$ cat src/rtl/btn_cond_pkg.sv
// Shared state encoding and default timing constants for btn_conditioner.
// Optional long-press feature is enabled by defining BTN_CONDITIONER_LONG_EN.
package btn_cond_pkg;

    typedef enum logic [1:0] {
        IDLE    = 2'd0,
        DB_HIGH = 2'd1,
        HELD    = 2'd2,
        DB_LOW  = 2'd3
    } state_t;

    localparam int unsigned DEF_DEBOUNCE_CYCLES = 16;
    localparam int unsigned DEF_LONG_CYCLES     = 1024;

endpackage

$ cat src/rtl/btn_sync.sv
// Two-flop synchronizer for the asynchronous push-button input.
// Used by btn_conditioner (long-press option: BTN_CONDITIONER_LONG_EN).
module btn_sync (
    input  logic clk,
    input  logic res,
    input  logic d,
    output logic q
);

    logic meta;

    always_ff @(posedge clk or negedge res) begin
        if (!res) begin
            meta <= 1'b0;
            q    <= 1'b0;
        end else begin
            meta <= d;
            q    <= meta;
        end
    end

endmodule

$ cat src/rtl/btn_conditioner.sv
// Push-button debouncer producing a held request with press count and overrun flag.
// Define BTN_CONDITIONER_LONG_EN to add the LONG_CYCLES hold counter and long_press pulse.
module btn_conditioner
    import btn_cond_pkg::*;
#(
    parameter int unsigned DEBOUNCE_CYCLES = DEF_DEBOUNCE_CYCLES
`ifdef BTN_CONDITIONER_LONG_EN
    ,
    parameter int unsigned LONG_CYCLES     = DEF_LONG_CYCLES
`endif
) (
    input  logic       clk,
    input  logic       res,
    input  logic       btn_raw,
    output logic       req_valid,
    input  logic       req_ack,
    output logic       btn_level,
    output logic       overrun,
    output logic [7:0] press_cnt
`ifdef BTN_CONDITIONER_LONG_EN
    ,
    output logic       long_press
`endif
);

    localparam int unsigned CNT_W = (DEBOUNCE_CYCLES > 1) ? $clog2(DEBOUNCE_CYCLES) : 1;
    localparam logic [CNT_W-1:0] CNT_LAST = CNT_W'(DEBOUNCE_CYCLES - 1);

    state_t           state, state_n;
    logic [CNT_W-1:0] cnt, cnt_n;
    logic             sync;
    logic             press;

    btn_sync u_sync (
        .clk (clk),
        .res (res),
        .d   (btn_raw),
        .q   (sync)
    );

    always_ff @(posedge clk or negedge res) begin
        if (!res) begin
            state <= IDLE;
            cnt   <= '0;
        end else begin
            state <= state_n;
            cnt   <= cnt_n;
        end
    end

    // press marks the DB_HIGH->HELD edge; it is the only source of new requests
    always_comb begin
        state_n = state;
        cnt_n   = cnt;
        press   = 1'b0;
        case (state)
            IDLE: begin
                if (sync) begin
                    state_n = DB_HIGH;
                    cnt_n   = '0;
                end
            end
            DB_HIGH: begin
                if (!sync) begin
                    state_n = IDLE;
                end else if (cnt == CNT_LAST) begin
                    state_n = HELD;
                    press   = 1'b1;
                end else begin
                    cnt_n = cnt + CNT_W'(1);
                end
            end
            HELD: begin
                if (!sync) begin
                    state_n = DB_LOW;
                    cnt_n   = '0;
                end
            end
            DB_LOW: begin
                if (sync) begin
                    state_n = HELD;
                end else if (cnt == CNT_LAST) begin
                    state_n = IDLE;
                end else begin
                    cnt_n = cnt + CNT_W'(1);
                end
            end
            default: state_n = IDLE;
        endcase
    end

    assign btn_level = (state == HELD) || (state == DB_LOW);

    // A new press outranks a same-edge ack, so the request stays asserted
    always_ff @(posedge clk or negedge res) begin
        if (!res) begin
            req_valid <= 1'b0;
            overrun   <= 1'b0;
            press_cnt <= '0;
        end else if (press) begin
            req_valid <= 1'b1;
            press_cnt <= press_cnt + 8'd1;
            if (req_valid && !req_ack) begin
                overrun <= 1'b1;
            end
        end else if (req_ack) begin
            req_valid <= 1'b0;
        end
    end

`ifdef BTN_CONDITIONER_LONG_EN
    localparam int unsigned HOLD_W = $clog2(LONG_CYCLES + 1);

    logic [HOLD_W-1:0] hold_cnt;

    // Counter saturates at LONG_CYCLES, so the LONG_CYCLES-1 crossing happens once per press
    always_ff @(posedge clk or negedge res) begin
        if (!res) begin
            hold_cnt   <= '0;
            long_press <= 1'b0;
        end else begin
            long_press <= (state == HELD) && (hold_cnt == HOLD_W'(LONG_CYCLES - 2));
            if (state == IDLE) begin
                hold_cnt <= '0;
            end else if ((state == HELD) && (hold_cnt != HOLD_W'(LONG_CYCLES))) begin
                hold_cnt <= hold_cnt + HOLD_W'(1);
            end
        end
    end
`endif

endmodule
$ cat config.mk
export PLATFORM = sky130hd
export DESIGN_NAME = btn_conditioner
export DESIGN_NICKNAME = d
export VERILOG_FILES = /design/src/rtl/btn_cond_pkg.sv /design/src/rtl/btn_sync.sv /design/src/rtl/btn_conditioner.sv
export SDC_FILE = /design/constraint.sdc
export NUM_CORES = 1
export LEC_CHECK = 0
export ABC_CLOCK_PERIOD_IN_PS = 1500
export BUFFER_PORTS_ARGS = -buffer_cell sky130_fd_sc_hd__buf_2
export CAP_MARGIN = 20
export CORE_ASPECT_RATIO = 0.8
export CORE_UTILIZATION = 47
export CTS_CLUSTER_SIZE = 20
export DETAILED_ROUTE_END_ITERATION = 16
export PLACE_DENSITY_LB_ADDON = 0.12
export SLEW_MARGIN = 30
export SYNTH_ARGS = -nofsm -noshare
export SYNTH_HDL_FRONTEND = slang
export SYNTH_SLANG_ARGS = --single-unit
$ cat constraint.sdc
create_clock -name clk -period 1.5 [get_ports clk]
set_input_delay 0.3 -clock clk [delete_from_list [all_inputs] [get_ports clk]]
set_output_delay 0.3 -clock clk [all_outputs]
set_load 0.05 [all_outputs]
==> results of run 1 <==
## registers in the layout, summed over array words and instances, names as in the netlist, named ones only
name         cells
cnt              4
u_sync.q         1
req_valid        1
u_sync.meta      1
state            1
overrun          1
press_cnt        8
## where the power goes
part	switching [mW]	leakage [nW]	internal (mW)
clock	0.146	0.0210	0.148
sequential	0.0215	0.237	0.499
combinational	0.0319	0.231	0.0322
total	0.199	0.488	0.679
## kinds of logic after synthesis
family                   Yosys count
AND/OR/NAND/NOR                   24
XOR/XNOR                           8
AO/OA/AOI/OAI                      9
buffers and inverters              6
flip-flops                        18
adder cells (fa/ha/maj)            2
multiplexers                       3
## cells in the mapped netlist (2+ instances only)
| cell type | number |
|---|---|
| sky130_fd_sc_hd__nand3_1 | 4 |
| sky130_fd_sc_hd__dfrtp_1 | 18 |
| sky130_fd_sc_hd__nand4_1 | 4 |
| sky130_fd_sc_hd__xor2_1 | 5 |
| sky130_fd_sc_hd__a21oi_1 | 3 |
| sky130_fd_sc_hd__mux2_2 | 2 |
| sky130_fd_sc_hd__nor2_1 | 2 |
| sky130_fd_sc_hd__xnor2_1 | 2 |
| sky130_fd_sc_hd__o21ai_0 | 2 |
| sky130_fd_sc_hd__nand3b_1 | 2 |
| sky130_fd_sc_hd__nand2_1 | 4 |
| sky130_fd_sc_hd__ha_1 | 2 |
| sky130_fd_sc_hd__nor3_1 | 4 |
| sky130_fd_sc_hd__inv_1 | 5 |
## how the worst min path moves through the flow
stage,from,endpoint,slack [ns],cells past startpoint
after floorplan,res,async pin,0.004,0
after global placement,res,cnt[3],0.25,1
after detailed placement,res,press_cnt[5],0.25,1
after CTS,btn_raw,u_sync.meta,0.1,1
after global routing,btn_raw,u_sync.meta,0.09,1
final,btn_raw,u_sync.meta,0.11,1
## area by class of cell
cell class                 count  share of cell area [%]
multi-input combinational     46                    34.7
tap                           21                    2.67
inverter                       5                    1.91
clock buffer                   4                    3.69
sequential                    18                    45.8
timing repair buffer          19                    11.2
## critical path: stages, from the launching register on
cell,delay [ns]
sky130_fd_sc_hd__dfrtp_1,0.42
sky130_fd_sc_hd__ha_4,0.18
sky130_fd_sc_hd__nand4b_1,0.19
sky130_fd_sc_hd__nor4_2,0.36
sky130_fd_sc_hd__xor2_1,0.18
## what timing repair did
| action | CTS | global route |
|---|---|---|
| endpoints found under the setup margin | 0 | 6 |
| gates resized for setup | 0 | 2 |
| hold endpoints to repair | 18 | 0 |
| buffers inserted | 0 | 2 |
| hold buffers | 1 | 0 |
## routing by layer
| metal | share of wire, % | vias to the layer above |
|---|---|---|
| met5 | 0 | - |
| met2 | 44 | 16 |
| li1 | - | 292 |
| met1 | 51 | 274 |
| met4 | 0.55 | 0 |
| met3 | 4.3 | 2 |
==> impl_summary.md, run 1 <==
Timing
The worst-case clock skew is 0.00115 ns. The pin slew with the least headroom to its limit is 0.389 ns. The smallest clock period supported by the final layout is computed as 1.41 ns. Setup violations remaining at the end of the flow were counted as 0. After layout, the worst setup slack is 0.0925 ns. In this run the tightest slew margin relative to its limit is 74.1%. The count of final hold-check violations came to 0. Dividing the final minimum period by the clock period gives 93.8%. Summed over all failing endpoints, the final setup total negative slack is 0 ns.

The final-report max-slew violation count is 0. The worst hold margin is 0.108 ns. Based on the critical path, the design can be clocked at up to 710 MHz. Setup repair after global routing left no endpoint under its margin.

Setup path
The worst-case register-to-register setup slack is 0.09 ns. The worst setup path is launched from a flop. The end of the worst register-to-register path is press_cnt[7]. The start point of the critical path is cnt[0].

Measured in cells, the most critical reg-to-reg path has a length of 4. STA classifies the critical path endpoint as a flop. The most critical setup path has its endpoint at press_cnt[7]. For the worst setup path, the data required time is 1.72 ns. The data arrival time of the critical path is 1.63 ns. The peak fanout along the critical path is 6.

The class of the most critical setup path is reg2reg. In this run the critical register-to-register path is launched from cnt[0].

Synthesis
The largest area contributor in the netlist is sky130_fd_sc_hd__dfrtp_1. The parity-gate share of the synthesized area counting xor and xnor cells is 9.67%. The number of flops mapped to enable cells by yosys is 0. The area share of and/or/nand/nor cells after synthesis is 17.0%. The dominant combinational cell family by area after synthesis is simple AND/OR/NAND/NOR gates. After synthesis, the mean cell area works out to 11.5 um2. Of the total synthesized cell area, the portion taken by full adders, half adders and majority gates is 3.12%. The summed instance area of the synthesized netlist is 802 um2. The share of synthesized area occupied by flip-flops and latches is 56.2%. The share of synthesized registers carrying an async set or reset is 100%. For this run, the number of Yosys warnings is 0. The number of cells produced by synthesis is 70. In this run, distinct cell masters in the synthesized netlist total 25.

The synthesized netlist net count is 76. Summing the areas of all compound-gate instances in the mapped netlist gives 7.18% of the synthesized area. The synthesis-stage register bit count is 18. Sorting the synthesized cells by area gives the leading types as sky130_fd_sc_hd__dfrtp_1 (56%), sky130_fd_sc_hd__xor2_1 (5.5%), sky130_fd_sc_hd__ha_1 (3.1%). The proportion of netlist area held by the largest area contributor is 56.2%. In the synthesized netlist the dominant register cell turns out to be sky130_fd_sc_hd__dfrtp_1.

Of the post-synthesis cell area, the part taken by muxes is 4.06%.

Layout
Fill cells in the final layout number 119. Compared with the post-synthesis result, the final layout area differs by 22.6%. Measured on the finished design, the core utilization comes to 66.2%. 0 antenna diodes ended up in the layout.

The multi-input combinational cells in the finished layout cover a total of 342 um2. The post-route netlist has 29.3% of its cells at a drive strength greater than 1. The most common library cell in the layout ignoring fill and taps is sky130_fd_sc_hd__dfrtp_1. Once layout is done, the placed cells without fillers occupy 983 um2. The non-filler instance count after layout is 113. In the layout the commonest cells are sky130_fd_sc_hd__dfrtp_1 (18), sky130_fd_sc_hd__buf_2 (14), sky130_fd_sc_hd__xor2_1 (5), sky130_fd_sc_hd__inv_1 (5).

After the last flow step, the layout net total stands at 99. The register cell area after layout is 450 um2.

Clock tree
TritonCTS built the clock tree. The number of sinks handled by clock tree synthesis is 18. The H-tree level count is 1.

Counting along the longest clock path gives a buffer depth of 2. Clock latency on the worst-skew pair, taken at its later pin, is 0.29 ns. The number of CTS-inserted buffers is 3. The cell at the root of the clock tree is sky130_fd_sc_hd__clkbuf_4. The post-CTS clock slew at the launch and capture registers of the worst setup and hold paths is 0.10 ns.

Routing
The final routed wire length divided by cell count is 12.9 um. Summed over all layers, the routed wires come to 1.45 mm. The DRC marker count from the first detailed-route iteration is 8.

The iteration count of the initial detailed-routing pass is 5. The ratio of routed vias to standard cells is 5.17. The routed via count is 584. The detail route stage leaves a number of antenna-violating nets equal to 0. The remaining design rule violation count is 0.

Global route
The pin count of the biggest net entering global routing is 19. The number of antenna violations at the first check in global routing was 0. The first global-routing pass estimated 2.27 mm of wire. For met3 alone, demand over resource in global routing was 7.01%. The number of global-route vias before repair is 489. In the global route stage, met1 resource usage came out at 26.8%. Global routing used 18.9% of the available tracks across all layers. In the global route stage, met2 resource usage came out at 25.3%. The most used routing layer in global routing is met1. The remaining global-route overflow is 0.

Die
The I/O pin count is 15. The die is 38.9 um tall. The initial utilization of the core area, before any placement, comes to 54.0%. The die is 48.2 um wide. The number of placement rows is 12. The area of the placeable core is 0.00149 mm2. The floorplan die area is 0.00188 mm2.

Placement
The placed wire-length estimate after detailed placement is 1.04 mm. The number of placed instances with taps included is 106. The routability congestion estimate from global placement is 0.721.

At the placement stage, the worst setup path has a slack of 0.0430 ns. The placement-stage cell area is 910 um2. The count of input and output buffers is 14.

Power and ir drop
The analysis attributes to cell leakage a power of 0.488 nW. The total power of the final layout is 0.879 mW. Dividing total power by cell area gives a power density of 894 mW/mm2. The worst-case vdd ir drop is 0.590 mV.

Run status
The flow ran to the end, and the final reports show no timing, DRC or antenna violations.

Hold path
The class of the tightest hold or removal check is in2reg.

Flow run
Max-cap violations in this run came to 0.
Power figures use the tool's default switching activity.
==> run 2, diff against run 1 <==
--- a/config.mk
+++ b/config.mk
@@ -9,11 +9,12 @@
 export BUFFER_PORTS_ARGS = -buffer_cell sky130_fd_sc_hd__buf_2
 export CAP_MARGIN = 20
 export CORE_ASPECT_RATIO = 0.8
-export CORE_UTILIZATION = 47
+export CORE_UTILIZATION = 46
 export CTS_CLUSTER_SIZE = 20
 export DETAILED_ROUTE_END_ITERATION = 16
 export PLACE_DENSITY_LB_ADDON = 0.12
 export SLEW_MARGIN = 30
 export SYNTH_ARGS = -nofsm -noshare
 export SYNTH_HDL_FRONTEND = slang
+export SYNTH_HIERARCHICAL = 1
 export SYNTH_SLANG_ARGS = --single-unit
==> run 2 against run 1 <==
  * Wire length is 6.9% lower
  * Final cell count shrank 4.4%
  * Clock skew grew 0.0044 ns
  * Core utilization is 2.3 points lower
  * Register-to-register slack about the same
  * Total power decreased by 2.4%
  * Synthesized cell count stayed put
==> impl_summary.md, run 2 <==
Flow run
The max-capacitance violation count is 0 (unchanged).

Clock tree
The cell at the root of the clock tree is sky130_fd_sc_hd__clkbuf_4 (unchanged). The number of sinks handled by clock tree synthesis is 18 (unchanged). The CTS tree is built (unchanged). The post-CTS setup repair buffer count is 0 (unchanged). The maximum buffer depth of the clock tree was 2 (unchanged). The post-CTS clock slew at the launch and capture registers of the worst setup and hold paths is 0.10 ns (about the same). The number of CTS-inserted buffers is 3 (unchanged).

The later-pin clock latency in the skew report was 0.29 ns (about the same). The H-tree level count came to 1 (unchanged).

Synthesis
The number of warnings issued by yosys is 6 (was 0). The largest area contributor in the netlist is sky130_fd_sc_hd__dfrtp_1 (unchanged). The share of synthesized area occupied by flip-flops and latches is 57.2% (was 56.2%). The proportion of netlist area held by the largest area contributor is 57.2% (was 56.2%). The share of synthesized registers carrying an async set or reset came to 100% (unchanged). The synthesized netlist net count is 76 (unchanged).

Cell types with the largest area share after synthesis: sky130_fd_sc_hd__dfrtp_1 (57%), sky130_fd_sc_hd__xor2_1 (5.6%), sky130_fd_sc_hd__xnor2_1 (4.5%) (was sky130_fd_sc_hd__dfrtp_1 (56%), sky130_fd_sc_hd__xor2_1 (5.5%), sky130_fd_sc_hd__ha_1 (3.1%)). The synthesis-stage register bit count came to 18 (unchanged). The average instance area after synthesis was 11.2 um2 (was 11.5 um2). The most frequently used cell type in the post-synthesis netlist is sky130_fd_sc_hd__dfrtp_1 (unchanged). The number of flops mapped to enable cells by yosys came to 0 (unchanged). The summed instance area of the synthesized netlist is 787 um2 (was 802 um2).

The prevailing post-synth register cell is sky130_fd_sc_hd__dfrtp_1 (unchanged). Ranking of synthesized cells by instance count: sky130_fd_sc_hd__dfrtp_1 (18), sky130_fd_sc_hd__nand2_1 (8), sky130_fd_sc_hd__o21ai_0 (5), sky130_fd_sc_hd__xor2_1 (5), sky130_fd_sc_hd__xnor2_1 (4) (was sky130_fd_sc_hd__dfrtp_1 (18), sky130_fd_sc_hd__inv_1 (5), sky130_fd_sc_hd__xor2_1 (5)). The number of cells produced by synthesis was 70 (unchanged).

The number of library cell types mapped by synthesis is 26 (was 25).

Power and ir drop
The cell leakage power is 0.505 nW (was 0.488 nW). The net switching fraction of the power is 22.3% (was 22.7%). The power dissipated by switching net loads was 0.191 mW (was 0.199 mW). The cell-internal power is 0.666 mW (was 0.679 mW). The relative contribution of sequential cells to total power is 60.2% (was 59.3%). The worst-case vdd ir drop is 0.956 mV (was 0.590 mV). The power per cell area was 903 mW/mm2 (was 894 mW/mm2). The proportion of power drawn by the clock network is 34.3% (was 33.4%). The proportion of power drawn by combinational gates is 5.5% (was 7.3%).

Layout
The register cell area after layout was 450 um2 (unchanged). The final-stage net count is 94 (was 99). The fraction of final layout cells with drive strength greater than 1 is 27.6% (was 29.3%). Top library cells by usage in the layout, fill and taps aside: sky130_fd_sc_hd__dfrtp_1 (18), sky130_fd_sc_hd__buf_2 (14), sky130_fd_sc_hd__nand2_1 (8) (was sky130_fd_sc_hd__dfrtp_1 (18), sky130_fd_sc_hd__buf_2 (14), sky130_fd_sc_hd__xor2_1 (5), sky130_fd_sc_hd__inv_1 (5)). The layout filler cell count came to 117 (was 119).

The footprint of the multi-input gates was 349 um2 (was 342 um2). The flip-flop count of the largest register, all copies and words added was 8 (unchanged). Largest registers: press_cnt: 8 flops, cnt: 4 flops (unchanged). The layout-stage area growth over the synthesis result is 20.7% (was 22.6%). The most common library cell in the layout ignoring fill and taps is sky130_fd_sc_hd__dfrtp_1 (unchanged). The final standard cell area without fillers was 950 um2 (was 983 um2).

The register name with the most flops is press_cnt (unchanged). The antenna diode instance count is 0 (unchanged).

Routing
The iteration count of the initial detailed-routing pass was 2 (was 5). The routed via count is 540 (was 584). The detailed route wirelength on metal3 came to 67 um (was 62 um). The final routed wire length divided by cell count is 12.5 um (was 12.9 um). The post-detailed-route count of antenna-violating nets is 0 (unchanged).

The top metal layer carrying routed signals was met3 (was met4). The length of routed met2 wiring came to 576 um (was 639 um). The total length of routed wires is 1.35 mm (was 1.45 mm).

The ratio of routed vias to standard cells is 5.00 (was 5.17). The DRC marker count from the first detailed-route iteration came to 4 (was 8). The routed metal-1 wirelength came to 709 um (was 744 um). The remaining design rule violation count is 0 (unchanged).

Setup path
The critical path endpoint category is a flop (unchanged). The data arrival time of the critical path is 1.58 ns (was 1.63 ns). The type of origin of the critical path is a flop (unchanged). The cell count of the worst reg-to-reg path is 4 (unchanged). The worst endpoint required time is 1.69 ns (was 1.72 ns). The peak fanout along the critical path came to 6 (unchanged).

The class of the most critical setup path is reg2reg (unchanged).

Placement
The count of input and output buffers is 14 (unchanged). The placement-stage cell area is 875 um2 (was 910 um2). The placed wire-length estimate after detailed placement is 968 um (was 1.04 mm). The routability congestion estimate from global placement is 0.766 (was 0.721).

Global route
The number of global-route vias before repair was 486 (was 489). The global routing usage summed across all routing layers is 18.4% (was 18.9%). The wire length of the first global-routing pass is 2.16 mm (was 2.27 mm).

The pin count of the biggest net entering global routing is 19 (unchanged). The number of antenna violations at the first check in global routing is 0 (unchanged). The remaining global-route overflow was 0 (unchanged).

Timing
The pin slew with the least headroom to its limit is 0.392 ns (was 0.389 ns). The total negative setup slack is 0 ns (unchanged). The worst-case headroom to the max-slew limit is 73.9% (was 74.1%).

The worst-case clock skew is 0.00560 ns (was 0.00115 ns). The count of final hold-check violations is 0 (unchanged). The timing-limited maximum frequency came to 718 MHz (was 710 MHz). The count of final setup violators came to 0 (unchanged). The final-report max-slew violation count was 0 (unchanged). The part of the cycle the worst path needs came to 92.9% (was 93.8%). The post-layout minimum cycle time is 1.39 ns (was 1.41 ns). Setup repair after global routing missed its margin: false (unchanged).

Die
The initial core utilization is 52.9% (was 54.0%). The floorplan die height is 39.0 um (was 38.9 um). The area of the placeable core was 0.00149 mm2 (unchanged).

The floorplan die area was 0.00188 mm2 (about the same). The I/O pin count is 15 (unchanged). The number of placement rows is 12 (unchanged).

The width of the die is 48.2 um (about the same).

Hold path
The class of the tightest hold or removal check is in2reg (unchanged). The cell depth of the worst hold path is 1 (unchanged).

Run status
Result of the run: completed (unchanged).
## run 2: cell families (layout without fill, tap and decap cells)
logic type               count (synthesis)  after routing  share of synthesized area [%]
flip-flops                              18             18                           57.2
adder cells (fa/ha/maj)                  2              2                           3.18
multiplexers                             1              1                           1.43
AO/OA/AOI/OAI                           11             11                           8.11
AND/OR/NAND/NOR                         25             25                           18.0
XOR/XNOR                                 9              9                           10.0
buffers and inverters                    4             21                           2.07
## run 2: worst max-delay path, cell delays in order (launching register included)
cell and delay (ns):
sky130_fd_sc_hd__dfrtp_1 0.38, sky130_fd_sc_hd__ha_2 0.23, sky130_fd_sc_hd__nand4_4 0.17, sky130_fd_sc_hd__nor2_4 0.17, sky130_fd_sc_hd__mux2_1 0.34
## run 2: path summary, 6_finish.rpt
kind	startpoint	end	slack, ns
min reg2reg	u_sync/meta	u_sync/q	0.36
max reg2reg	cnt[0]	press_cnt[1]	0.11
min in group asynchronous	res	cnt[3]	0.45
min	btn_raw	u_sync/meta	0.11
max in group asynchronous	res	u_sync/q	0.77
max	cnt[0]	press_cnt[1]	0.11
## run 2: cell type report
cell class / count / share of cell area (%)
clock buffers: 4 / 3.82
flip-flops and latches: 18 / 47.4
multi-input cells: 48 / 36.8
inverters: 2 / 0.791
repair buffers: 15 / 8.43
well taps: 21 / 2.77
## run 2: stage by stage
step | utilization [%] | std cells | setup slack [ns] | hold slack (ns) | total power, mW
after floorplan | - | 70 | 0.0420 | 0.00441 | 0.545
after global placement | 58.8 | 103 | 0.0707 | 0.253 | 0.566
after detailed placement | 58.8 | 103 | 0.0342 | 0.250 | 0.567
after CTS | 62.0 | 108 | 0.0206 | 0.0957 | 0.866
after global routing | 63.9 | 108 | 0.00844 | 0.0793 | 0.906
final | 63.9 | 108 | 0.107 | 0.108 | 0.857
## run 2: power by group through the flow
stage / logic [mW] / registers (mW) / clock network, mW
global route: 0.0563 / 0.519 / 0.331
detailed placement: 0.0431 / 0.524 / 0
finish: 0.0472 / 0.516 / 0.294
CTS: 0.0454 / 0.514 / 0.307
global placement: 0.0425 / 0.523 / 0
floorplan: 0.0246 / 0.521 / 0
## run 2: per-layer routing
layer | GRT usage [%] | vias up
met1 | 26.3 | 249
met4 | 6.25 | 0
li1 | - | 278
met5 | 0 | -
met3 | 8.41 | 0
met2 | 24.0 | 13
## run 2: what timing repair did
item / in CTS / in global routing
endpoints found under the setup margin: 0 / 3
hold buffers: 1 / 0
endpoints found under the hold margin: 18 / 0
resized for setup: 0 / 5
==> run 3, diff against run 2 <==
--- a/config.mk
+++ b/config.mk
@@ -5,11 +5,12 @@
 export SDC_FILE = /design/constraint.sdc
 export NUM_CORES = 1
 export LEC_CHECK = 0
+export ABC_AREA = 1
 export ABC_CLOCK_PERIOD_IN_PS = 1500
 export BUFFER_PORTS_ARGS = -buffer_cell sky130_fd_sc_hd__buf_2
 export CAP_MARGIN = 20
 export CORE_ASPECT_RATIO = 0.8
-export CORE_UTILIZATION = 46
+export CORE_UTILIZATION = 48
 export CTS_CLUSTER_SIZE = 20
 export DETAILED_ROUTE_END_ITERATION = 16
 export PLACE_DENSITY_LB_ADDON = 0.12
==> constraint.sdc (replaced) <==
create_clock -name clk -period 1.5 [get_ports clk]
set_input_delay 0.15 -clock clk [delete_from_list [all_inputs] [get_ports clk]]
set_output_delay 0.15 -clock clk [all_outputs]
set_load 0.05 [all_outputs]
==> run 3 against run 2 <==
  * Total power decreased by 0.27%
  * Worst hold slack better by 0.0038 ns
  * Setup slack better by 0.033 ns
  * Die area is 6.8% higher
  * Core utilization is 2.8 points lower
  * Critical path type unchanged
  * Synthesized cell count is 56% higher
  * Critical path depth increased by 4
  * Critical endpoint is now press_cnt[3]
  * Maximum frequency grew 2.4%
  * Non-clock buffer count increased by 1
==> impl_summary.md, run 3 <==
Clock tree
The CTS tree was built (unchanged). The post-CTS clock slew at the launch and capture registers of the worst setup and hold paths is 0.10 ns (about the same). The number of CTS-inserted buffers came to 3 (unchanged). The maximum buffer depth of the clock tree is 2 (unchanged). The H-tree level count came to 1 (unchanged). The post-CTS setup repair buffer count is 0 (unchanged). The later-pin clock latency in the skew report is 0.29 ns (about the same). The number of sinks handled by clock tree synthesis is 18 (unchanged).

The cell at the root of the clock tree is sky130_fd_sc_hd__clkbuf_4 (unchanged).

Timing
The final-report max-slew violation count was 0 (unchanged). The worst-case headroom to the max-slew limit is 74.6% (was 73.9%). The part of the cycle the worst path needs was 90.7% (was 92.9%). The worst hold margin came to 0.112 ns (was 0.108 ns). The pin slew with the least headroom to its limit is 0.382 ns (was 0.392 ns).

The timing-limited maximum frequency came to 735 MHz (was 718 MHz). The count of final setup violators is 0 (unchanged). Setup repair after global routing missed its margin: false (unchanged). The total negative setup slack came to 0 ns (unchanged). The count of final hold-check violations is 0 (unchanged).

The worst-case clock skew was 0.000985 ns (was 0.00560 ns). The post-layout minimum cycle time is 1.36 ns (was 1.39 ns).

Synthesis
The number of cells produced by synthesis is 109 (was 70). The average instance area after synthesis is 8.07 um2 (was 11.2 um2). The most frequently used cell type in the post-synthesis netlist is sky130_fd_sc_hd__nand2_1 (was sky130_fd_sc_hd__dfrtp_1). The synthesis-stage register bit count came to 18 (unchanged). The proportion of netlist area held by the largest area contributor was 51.2% (was 57.2%). The prevailing post-synth register cell is sky130_fd_sc_hd__dfrtp_1 (unchanged). Cell types with the largest area share after synthesis: sky130_fd_sc_hd__dfrtp_1 (51%), sky130_fd_sc_hd__nand2_1 (17%), sky130_fd_sc_hd__inv_1 (6.8%) (was sky130_fd_sc_hd__dfrtp_1 (57%), sky130_fd_sc_hd__xor2_1 (5.6%), sky130_fd_sc_hd__xnor2_1 (4.5%)).

Ranking of synthesized cells by instance count: sky130_fd_sc_hd__nand2_1 (40), sky130_fd_sc_hd__dfrtp_1 (18), sky130_fd_sc_hd__inv_1 (16) (was sky130_fd_sc_hd__dfrtp_1 (18), sky130_fd_sc_hd__nand2_1 (8), sky130_fd_sc_hd__o21ai_0 (5), sky130_fd_sc_hd__xor2_1 (5), sky130_fd_sc_hd__xnor2_1 (4)). The share of synthesized registers carrying an async set or reset is 100% (unchanged). The synthesized netlist net count is 115 (was 76). The largest area contributor in the netlist is sky130_fd_sc_hd__dfrtp_1 (unchanged). The number of warnings issued by yosys came to 6 (unchanged). The number of flops mapped to enable cells by yosys was 0 (unchanged). The share of synthesized area occupied by flip-flops and latches is 51.2% (was 57.2%).

The number of library cell types mapped by synthesis is 19 (was 26). The summed instance area of the synthesized netlist is 880 um2 (was 787 um2).

Power and ir drop
The cell-internal power is 0.666 mW (about the same). The power per cell area is 835 mW/mm2 (was 903 mW/mm2). The cell leakage power is 0.565 nW (was 0.505 nW). The proportion of power drawn by the clock network is 34.3% (about the same). The relative contribution of sequential cells to total power is 60.1% (was 60.2%). The power dissipated by switching net loads is 0.189 mW (was 0.191 mW). The proportion of power drawn by combinational gates is 5.6% (was 5.5%). The total power of the final layout was 0.855 mW (was 0.857 mW). The worst-case vdd ir drop was 0.637 mV (was 0.956 mV). The net switching fraction of the power is 22.1% (was 22.3%).

Placement
The routability congestion estimate from global placement came to 0.798 (was 0.766). The placement-stage cell area is 962 um2 (was 875 um2). The placed wire-length estimate after detailed placement is 1.07 mm (was 968 um). The count of input and output buffers is 14 (unchanged).

Layout
Top library cells by usage in the layout, fill and taps aside: sky130_fd_sc_hd__nand2_1 (40), sky130_fd_sc_hd__dfrtp_1 (18), sky130_fd_sc_hd__inv_1 (16) (was sky130_fd_sc_hd__dfrtp_1 (18), sky130_fd_sc_hd__buf_2 (14), sky130_fd_sc_hd__nand2_1 (8)). Largest registers: press_cnt: 8 flops, cnt: 4 flops (unchanged). The final standard cell area without fillers is 0.00102 mm2 (was 950 um2). The most common library cell in the layout ignoring fill and taps is sky130_fd_sc_hd__nand2_1 (was sky130_fd_sc_hd__dfrtp_1). The register name with the most flops is press_cnt (unchanged). The layout-stage area growth over the synthesis result was 16.4% (was 20.7%). The fraction of final layout cells with drive strength greater than 1 was 21.3% (was 27.6%). The final-stage net count is 134 (was 94). The flip-flop count of the largest register, all copies and words added is 8 (unchanged). The antenna diode instance count was 0 (unchanged).

Die
The area of the placeable core is 0.00168 mm2 (was 0.00149 mm2). The number of placement rows is 13 (was 12). The floorplan die area is 0.00201 mm2 (was 0.00188 mm2). The I/O pin count is 15 (unchanged). The initial core utilization is 52.5% (was 52.9%). The floorplan die height is 40.3 um (was 39.0 um). The width of the die is 49.9 um (was 48.2 um).

Routing
The remaining design rule violation count is 0 (unchanged). The post-detailed-route count of antenna-violating nets is 0 (unchanged). The final routed wire length divided by cell count is 9.74 um (was 12.5 um).

The ratio of routed vias to standard cells is 4.54 (was 5.00). The iteration count of the initial detailed-routing pass is 4 (was 2). The total length of routed wires came to 1.45 mm (was 1.35 mm). The routed via count is 676 (was 540).

The DRC marker count from the first detailed-route iteration came to 17 (was 4).

Setup path
The class of the most critical setup path is reg2reg (unchanged). The count of cell instances traversed by the critical path was 8 (was 4). The cell count of the worst reg-to-reg path is 8 (was 4).

The peak fanout along the critical path came to 11 (was 6). The data arrival time of the critical path is 1.55 ns (was 1.58 ns). Crit path cell chain: ha_1 > nand2_2 > nor2_4 > nand2_4 > inv_2 > nand2_1 > nand2_1 > nand2_1 (was ha_2 > nand4_4 > nor2_4 > mux2_1). The largest stage delay on the critical path is 0.42 ns (was 0.38 ns).

The critical path endpoint category is a flop (unchanged). The worst endpoint required time is 1.69 ns (about the same). The largest delay contributor family on the critical path is simple AND/OR/NAND/NOR gates (was flip-flops).

The standard cell with the maximum stage delay on the critical path is sky130_fd_sc_hd__dfrtp_1 (unchanged). The number of buffers and inverters on the critical path is 1 (was 0). The type of origin of the critical path is a flop (unchanged).

The most frequent cell on the critical path is sky130_fd_sc_hd__nand2_1.

Global route
The pin count of the biggest net entering global routing is 19 (unchanged). The wire length of the first global-routing pass is 2.31 mm (was 2.16 mm). The number of antenna violations at the first check in global routing is 0 (unchanged).

The number of global-route vias before repair is 531 (was 486). The global routing usage summed across all routing layers is 16.8% (was 18.4%). The remaining global-route overflow is 0 (unchanged).

Hold path
The class of the tightest hold or removal check is in2reg (unchanged). The cell depth of the worst hold path is 4 (was 1).

Run status
Result of the run: completed (unchanged).

Flow run
The max-capacitance violation count was 0 (unchanged).
run 3: area by class of cell:
type | count | area [um2]
flip-flops and latches | 18 | 450
clock buffers | 4 | 36.3
repair buffers | 16 | 90.1
multi-input cells | 72 | 355
inverters | 17 | 63.8
well taps | 22 | 27.5
fillers | 158 | 652
run 3: worst paths after layout:
path | startpoint | end | slack [ns]
worst max-delay path | cnt[0] | press_cnt[3] | 0.14
worst min-delay path | req_ack | req_valid | 0.11
worst max register to register | cnt[0] | press_cnt[3] | 0.14
worst min register to register | u_sync/meta | u_sync/q | 0.36
max in group asynchronous | res | u_sync/q | 0.91
min in group asynchronous | res | press_cnt[7] | 0.32
run 3: cells by family after synthesis:
logic type,after synthesis,share of synthesized area [%]
XOR/XNOR,2,1.99
AND/OR/NAND/NOR,61,30.7
flip-flops,18,51.2
buffers and inverters,19,8.96
adder cells (fa/ha/maj),2,2.84
AO/OA/AOI/OAI,7,4.27
run 3: power by group through the flow:
stage                     Combinational [mW]  Sequential, mW  Clock, mW
after floorplan                       0.0265           0.521          0
after global placement                0.0439           0.523          0
after detailed placement              0.0445           0.523          0
after CTS                             0.0486           0.514      0.310
after global routing                  0.0581           0.516      0.333
final                                 0.0477           0.514      0.293
run 3: metrics by stage:
step                utilization (%)  worst slack, ns  cells
CTS                            60.8           0.0868    149
global route                   61.1           0.0286    149
finish                         61.1            0.139    149
floorplan                         -           0.0781    109
global placement               57.4            0.170    143
detailed placement             57.4            0.105    143
run 3: metal layers:
layer	up-vias	GRT usage, %	wire length (um)
met5	-	0	0
met4	0	4.29	13
met3	4	7.95	80
met2	17	25.0	577
met1	289	22.3	780
li1	366	-	-
run 3: timing repair:
item	in CTS	in global routing
endpoints found under the setup margin	0	2
resized for setup	0	1
hold buffers	2	0
endpoints found under the hold margin	19	0
run 3: worst reg2reg max path, delay by kind of cell (launching register included):
kind | cells | cell delay, ns
adders and majority gates | 1 | 0.21
DFF | 1 | 0.42
and+or+nand+nor | 6 | 0.51
buffers and inverters | 1 | 0.13
